## config.mk

```make
export PLATFORM = sky130hd
export DESIGN_NAME = bus_demux4
export DESIGN_NICKNAME = d
export VERILOG_FILES = /design/src/rtl/bus_demux4.sv
export SDC_FILE = /design/constraint.sdc
export NUM_CORES = 1
export LEC_CHECK = 0
export BUFFER_PORTS_ARGS = -buffer_cell sky130_fd_sc_hd__buf_2
export CELL_PAD_IN_SITES_DETAIL_PLACEMENT = 0
export CELL_PAD_IN_SITES_GLOBAL_PLACEMENT = 1
export CORE_ASPECT_RATIO = 0.9
export CORE_UTILIZATION = 34
export CTS_CLUSTER_DIAMETER = 120
export CTS_CLUSTER_SIZE = 14
export DETAILED_ROUTE_END_ITERATION = 10
export MAX_ROUTING_LAYER = met4
export PLACE_DENSITY_LB_ADDON = 0.3
export REMOVE_ABC_BUFFERS = 1
export SETUP_SLACK_MARGIN = 0.02
export SYNTH_ARGS = -nofsm -noshare
export SYNTH_HDL_FRONTEND = slang
export SYNTH_SLANG_ARGS = --single-unit
```

## constraint.sdc

```tcl
create_clock -name clk -period 2.4 [get_ports clk]
set_clock_uncertainty 0.1 [all_clocks]
set_input_delay 0 -clock clk [delete_from_list [all_inputs] [get_ports clk]]
set_output_delay 0 -clock clk [all_outputs]
set_load 0.03 [all_outputs]
```

## src/rtl/bus_demux4.sv

```systemverilog
`default_nettype none
// ==========================================================================
// bus_demux4 : routes one selected word stream into four FWFT FIFO ports
// Revision   : 1.0
// ==========================================================================
module bus_demux4 #(
  parameter int WIDTH = 16,
  parameter int DEPTH = 2
) (
  input  logic               clk,
  input  logic               rst_n,
  input  logic [WIDTH-1:0]   in_data,
  input  logic [1:0]         in_sel,
  input  logic               in_valid,
  output logic               in_ready,
  output logic [4*WIDTH-1:0] out_data,
  output logic [3:0]         out_valid,
  input  logic [3:0]         out_ready,
  output logic [3:0]         full,
  output logic               overflow_err
);

  localparam int PW = $clog2(DEPTH);
  localparam int CW = $clog2(DEPTH + 1);

  localparam logic [CW-1:0] C_COUNT_FULL = CW'(DEPTH);
  localparam logic [CW-1:0] C_COUNT_ONE  = CW'(1);
  localparam logic [PW-1:0] C_PTR_ONE    = PW'(1);
  localparam logic [7:0]    C_STALL_MAX  = 8'd255;

  localparam logic [1:0] ST_EMPTY   = 2'd0;
  localparam logic [1:0] ST_PARTIAL = 2'd1;
  localparam logic [1:0] ST_FULL    = 2'd2;

  logic [3:0] port_full;
  logic [3:0] port_valid;
  logic       stall;
  logic [7:0] stall_cnt_d;
  logic [7:0] stall_cnt_q;
  logic       overflow_err_d;
  logic       overflow_err_q;

  // Ready looks only at the addressed port's registered fill state.
  assign in_ready     = !port_full[in_sel];
  assign out_valid    = port_valid;
  assign full         = port_full;
  assign overflow_err = overflow_err_q;

  generate
    for (genvar i = 0; i < 4; i++) begin : g_port
      localparam logic [1:0] PORT_ID = 2'(i);

      logic [WIDTH-1:0] mem_q [DEPTH];
      logic [WIDTH-1:0] mem_d [DEPTH];
      logic [PW-1:0]    rd_ptr_q;
      logic [PW-1:0]    rd_ptr_d;
      logic [PW-1:0]    wr_ptr_q;
      logic [PW-1:0]    wr_ptr_d;
      logic [CW-1:0]    count_q;
      logic [CW-1:0]    count_d;
      logic [1:0]       state;
      logic             push;
      logic             pop;

      always_comb begin
        state = ST_PARTIAL;
        if (count_q == '0) begin
          state = ST_EMPTY;
        end else if (count_q == C_COUNT_FULL) begin
          state = ST_FULL;
        end
      end

      assign port_valid[i] = (state != ST_EMPTY);
      assign port_full[i]  = (state == ST_FULL);

      assign push = in_valid && in_ready && (in_sel == PORT_ID);
      assign pop  = port_valid[i] && out_ready[i];

      assign out_data[i*WIDTH +: WIDTH] = mem_q[rd_ptr_q];

      always_comb begin
        mem_d    = mem_q;
        rd_ptr_d = rd_ptr_q;
        wr_ptr_d = wr_ptr_q;
        count_d  = count_q;
        if (push) begin
          mem_d[wr_ptr_q] = in_data;
          wr_ptr_d        = wr_ptr_q + C_PTR_ONE;
        end
        if (pop) begin
          rd_ptr_d = rd_ptr_q + C_PTR_ONE;
        end
        case ({push, pop})
          2'b10:   count_d = count_q + C_COUNT_ONE;
          2'b01:   count_d = count_q - C_COUNT_ONE;
          default: count_d = count_q;
        endcase
      end

      always_ff @(posedge clk or negedge rst_n) begin
        if (!rst_n) begin
          for (int k = 0; k < DEPTH; k++) begin
            mem_q[k] <= '0;
          end
          rd_ptr_q <= '0;
          wr_ptr_q <= '0;
          count_q  <= '0;
        end else begin
          mem_q    <= mem_d;
          rd_ptr_q <= rd_ptr_d;
          wr_ptr_q <= wr_ptr_d;
          count_q  <= count_d;
        end
      end
    end
  endgenerate

  // The error latches on the stall cycle that follows 255 consecutive stalls.
  assign stall = in_valid && !in_ready;

  always_comb begin
    stall_cnt_d    = 8'd0;
    overflow_err_d = overflow_err_q;
    if (stall) begin
      if (stall_cnt_q == C_STALL_MAX) begin
        stall_cnt_d    = C_STALL_MAX;
        overflow_err_d = 1'b1;
      end else begin
        stall_cnt_d = stall_cnt_q + 8'd1;
      end
    end
  end

  always_ff @(posedge clk or negedge rst_n) begin
    if (!rst_n) begin
      stall_cnt_q    <= 8'd0;
      overflow_err_q <= 1'b0;
    end else begin
      stall_cnt_q    <= stall_cnt_d;
      overflow_err_q <= overflow_err_d;
    end
  end

endmodule
`default_nettype wire

```

Yosys cells after proc, flatten, opt, wreduce, memory -nomap -nowiden
Index checks and enable logic that the tools add are counted.
W data, S select, Z words.
{"block": "word_totals", "reg_bits": 153, "in_bits": 25, "output_inout_bits": 74, "word_cells": 149}
{"block": "op_classes", "addsub": 17, "magnitude_cmp": 13, "eq_ne": 20, "muxes": 40, "bitwise_logic": 8, "reduce_logical": 29}
{"operator": "$mux W16", "n": 16}
{"operator": "$bwmux W32", "n": 4}
{"operator": "$demux W16 S1", "n": 4}
{"operator": "$eq A2 B2 Y1 const B", "n": 14}
{"operator": "$ge A2 B2 Y1 const B", "n": 8}
{"operator": "$mux W2", "n": 8}
{"operator": "$mux W8", "n": 2}
{"operator": "$not A1 Y2", "n": 8}
{"operator": "$pmux W2 S2", "n": 4}
{"operator": "$reduce_bool A2 Y1", "n": 8}
{"operator": "$logic_and A1 B1 Y1", "n": 14}
{"operator": "$eq A2 B1 Y1 const B", "n": 5}
{"operator": "$logic_not A2 Y1", "n": 5}
{"operator": "$add A1 B1 Y1 const B", "n": 8}
{"operator": "$add A2 B1 Y2 const B", "n": 4}
{"operator": "$add A8 B1 Y8 const B", "n": 1}
{"operator": "$eq A8 B8 Y1 const B", "n": 1}
{"operator": "$lt A2 B1 Y1 const B", "n": 4}
{"operator": "$sub A2 B1 Y2 const B", "n": 4}
{"operator": "$lt A2 B3 Y1 const B", "n": 1}
{"operator": "$bmux W1 S2", "n": 1}
{"operator": "$reduce_and A2 Y1", "n": 1}
{"operator": "$logic_not A1 Y1", "n": 1}
{"operator": "$mux W1", "n": 1}

Depth between registers and ports, before layout
{"block": "logic_depth", "word_depth": 11, "mapped_depth": 7, "ltp_nobuf": 7}

Worst setup path after synthesis
No wires, ideal clock.
{"block": "synth_path", "kind": "reg-to-reg", "start": "register g_port[1].count_q[0]", "end": "register g_port[1].mem_q[20] in the netlist's numbering", "setup_time_ps": 125, "t_arrival_ps": 1735, "t_required_ps": 2175, "setup_slack_ps": 440, "path_stages_with_launch": 6, "n_path_buf": 1, "synth_period_minus_slack_ps": 1960, "cell_sequence": "dfrtp_1 nand2b_1 inv_2 nor4_2 buf_4 mux2_2"}
{"block": "synth_via", "elab_chain_len": 9, "elab_cells_between_ends": 10, "cone_classes": "2 x eq/ne; 4 x mux; 4 x reduce/logical"}
{"item": "from (decl)", "line": "59", "source": "logic [CW-1:0] count_q;"}
{"item": "from (signal assigned)", "line": "113", "source": "count_q <= count_d;"}
{"item": "$eq A2 B2 Y1", "line": "69", "source": "end else if (count_q == C_COUNT_FULL) begin"}
{"item": "$mux W2", "line": "69"}
{"item": "$mux W2 *", "line": "67", "source": "if (count_q == '0) begin"}
{"item": "$eq A2 B2 Y1 *", "line": "75", "source": "assign port_full[i] = (state == ST_FULL);"}
{"item": "via full[1]", "line": "19", "source": "output logic [3:0] full,"}
{"item": "$bmux W1 S2 *", "line": "44", "source": "assign in_ready = !port_full[in_sel];"}
{"item": "$mux W1 (implied by the code) *", "line": "44"}
{"item": "$logic_not A1 Y1 *", "line": "44"}
{"item": "$logic_and A1 B1 Y1 * (2 in series)", "line": "77", "source": "assign push = in_valid && in_ready && (in_sel == PORT_ID);"}
{"item": "to (signal assigned)", "line": "110", "source": "mem_q <= mem_d;"}
{"item": "to (decl)", "line": "53", "source": "logic [WIDTH-1:0] mem_q [DEPTH];"}
The timed path passes the listed nets; every way through them passes the cells marked *. The select of a mux whose other input is x is not followed.
A chain may end at the register's enable or synchronous reset.

Final worst setup path
{"block": "layout_path", "start": "register g_port[0].rd_ptr_q", "end": "output port out_data[13]"}
{"block": "layout_via", "elab_chain_len": 4}
{"item": "from (decl)", "line": "55", "source": "logic [PW-1:0] rd_ptr_q;"}
{"item": "from (signal assigned)", "line": "111", "source": "rd_ptr_q <= rd_ptr_d;"}
{"item": "$not A1 Y2 (implied by the code)", "line": "80", "source": "assign out_data[i*WIDTH +: WIDTH] = mem_q[rd_ptr_q];"}
{"item": "$mux W16 (implied by the code) (3 in series)", "line": "80"}
{"item": "to (decl)", "line": "16", "source": "output logic [4*WIDTH-1:0] out_data,"}
No other way between the ends. The select of a mux whose other input is x is not followed.

==> run_results.csv <==
group,metric,value,unit
outcome,status,"finished, final reports clean",
sta,period_needed,2.16,ns
synthesis,yosysSeqAreaShare,0.558,
drt,vias_per_cell,4.90,
cells_and_area,fillCellCount,1810,
drt,wl,16.2,mm
synthesis,synth_warnings,0,
global_route,antenna_found_initial,0,
cts,htreeDepth,4,
global_route,grt_overflow,0,
cts,cts_made_buffers,17,
run,max_cap_violations,0,
place,port_buffers,98,
drt,avgRoutedWirePerCell,19.0,um
cts,cts_resized,0,
worst_setup_path,crit_fanout,17,
cts,post-cts-setup-buffer-count,0,
pwr,pwr-share-clk,0.210,
die,rows,48,
pwr,p_seq_frac,0.341,
pwr,switchingPower,5.29,mW
pwr,internal_power,8.16,mW
cells_and_area,fin_cells,855,
pwr,p_comb_frac,0.448,
die,ios,99,
place,place_inst,798,
sta,rsz0062_at_grt,"no",
drt,post-route-drc-count,0,
place,globalplace.congestion,0.731,
cts,clk_latency,0.42,ns
hold_path,hp-class,"primary input to asynchronous set/reset pin",
sta,slew_viol_final,0,
die,die_area,20800,um2
synthesis,syn_inst,460,
worst_setup_path,worst_setup_path_start_kind,"register",
sta,tightest_slew,0.993,ns
cells_and_area,final_layout_size_suffix_gt1_frac,0.572,
cells_and_area,antenna_cells,0,
cts,cts_tree,"done",
sta,slew-limit-headroom,0.338,
global_route,grt_pass1_wl,25.3,mm
sta,finalHoldViolCount,0,
global_route,grt_pass1_vias,4488,
global_route,track_usage,0.175,
pwr,power_density,1570,nW/um2
worst_setup_path,crit_arrival,2.06,ns
pwr,power,13.5,mW
synthesis,avgSynthCellArea,14.9,um2
place,hpwl,10.5,mm
die,fp.dieW,152,um
worst_setup_path,crit_required,2.30,ns
cts,cts-root-buf,"clkbuf_16",
die,core_region_area,19500,um2
cells_and_area,postLayoutCoreUtil,0.439,
cells_and_area,layout-area-overhead-vs-synth,24.6,%
pwr,cellLeakagePower,3.84,nW
drt,via_count,4189,
pwr,swShare,0.394,
die,initial_utilization,0.353,
synthesis,ys_types,45,
cts,clock-sinks,153,
die,dieHeight,137,um
worst_setup_path,worstSetupPathType,"register to output pin",
drt,ant_nets,0,
global_route,grt_max_degree,63,
cells_and_area,mostFrequentLayoutCells,"mux2_2, dfrtp_1, buf_2",
sta,fin_setup_tns,0,ns
cells_and_area,fin_nets,622,
cts,clkTransAtPathRegs,0.07,ns
sta,fmax,463,MHz
cts,clockBufferDepth,2,
synthesis,syn-cell-area,6860,um2
cells_and_area,layout_commonest_cell,"mux2_2",
pwr,peakVddDrop,653,uV
drt,drt_first_pass_iters,5,
synthesis,synth_seq_cells,153,
sta,finalSetupViolCount,0,
worst_setup_path,end_kind,"output pin",
drt,drt_iter0_markers,192,
sta,timing.hold.ws,0.0957,ns
sta,min_period_over_period,0.900,
final timing paths:
check                                                 startpoint                               to  slack, ns  depth (start not counted)
worst min register to register          overflow_err$_DFFE_PN0P_         overflow_err$_DFFE_PN0P_       0.37                          2
worst max register to register  g_port[2].count_q[0]$_DFFE_PN0P_         stall_cnt_q[7]$_DFF_PN0_       0.40                          3
worst min-delay path                                       rst_n  g_port[3].mem_q[30]$_DFFE_PN0P_        0.1                          3
max in group asynchronous                                  rst_n   g_port[3].mem_q[2]$_DFFE_PN0P_       0.92                          3
min in group clk                                      in_data[5]   g_port[2].mem_q[5]$_DFFE_PN0P_       0.35                          3
worst max-delay path              g_port[0].rd_ptr_q$_DFFE_PN0P_                     out_data[13]       0.24                          2
per-stage QoR:
| stage | setup WS [ns] | area, um2 |
|---|---|---|
| floorplan | 0.150 | 6720 |
| global placement | 0.488 | 7670 |
| detailed placement | 0.420 | 7670 |
| CTS | 0.196 | 8550 |
| global route | 0.148 | 8550 |
| finish | 0.241 | 8550 |
layer usage:
metal	track usage	vias up	share of wire
met5	-	-	0
met4	0.0539	0	0.015
met3	0.0420	20	0.033
met2	0.278	89	0.50
met1	0.219	2167	0.46
li1	-	1913	-
sequential cells by signal, indices dropped and copies added, names as in the netlist:
name             cells
g_port.count_q       8
stall_cnt_q          8
g_port.rd_ptr_q      4
g_port.wr_ptr_q      4
overflow_err         1
g_port.mem_q       128
kinds of logic (layout without fill, tap and decap cells):
family	count (synthesis)	after routing	share of synthesized area
mux	193	193	0.324
simple gates	45	45	0.0434
flops	153	153	0.558
buf+inv	30	175	0.0250
xor+xnor	22	22	0.0281
fa+ha+maj	5	5	0.00912
compound gates	12	12	0.0128
cell type report:
type                    count  area [um2]  share of cell area
clock buffers              20         467              0.0546
inverters                   7        26.3             0.00307
flip-flops and latches    153        3830               0.448
well taps                 250         313              0.0366
repair buffers            136         870               0.102
clock inverters            12         163              0.0190
multi-input cells         277        2880               0.337
power groups by stage:
stage	clock, mW	sequential, mW	combinational, mW
after global placement	0	4.54	5.95
after floorplan	0	4.42	4.42
final	2.83	4.59	6.03
after global routing	3.02	4.76	6.43
after CTS	2.90	4.60	6.13
after detailed placement	0	4.63	6.05
cell usage after synthesis (all sizes together):
cell type | count | share of area
or3 | 2 | 0.0018
nand2 | 2 | 0.0011
a41oi | 1 | 0.0013
and2 | 4 | 0.0036
and4b | 1 | 0.0015
buf | 13 | 0.016
xor2 | 8 | 0.010
and4 | 3 | 0.0038
clkbuf | 10 | 0.0055
xnor2 | 14 | 0.018
dfrtp | 153 | 0.56
a31oi | 2 | 0.0018
and3 | 1 | 0.00091
a211oi | 3 | 0.0033
nand2b | 6 | 0.0055
clkinv | 1 | 0.00055
nor4 | 2 | 0.0027
nor3 | 5 | 0.0051
or2 | 4 | 0.0036
or4b | 1 | 0.0015
ha | 5 | 0.0091
nor2 | 4 | 0.0022
nand3 | 3 | 0.0022
inv | 6 | 0.0033
mux4 | 1 | 0.0033
a21oi | 1 | 0.00073
a2111oi | 1 | 0.0013
a311oi | 1 | 0.0013
mux2 | 192 | 0.32
nand4 | 2 | 0.0018
or3b | 3 | 0.0042
o31ai | 1 | 0.0011
a2bb2oi | 1 | 0.0013
o21ai | 1 | 0.00073
nor2b | 2 | 0.0018
worst max-delay path, stage by stage (launching register included):
cell	delay [ns]
dfrtp_1	0.99
mux2_2	0.45
buf_2	0.18
repair_timing:
action	in CTS	in global routing
endpoints found under the hold margin	297	0
hold buffers	25	0
endpoints found under the setup margin	0	0
Power figures use the tool's default switching activity.
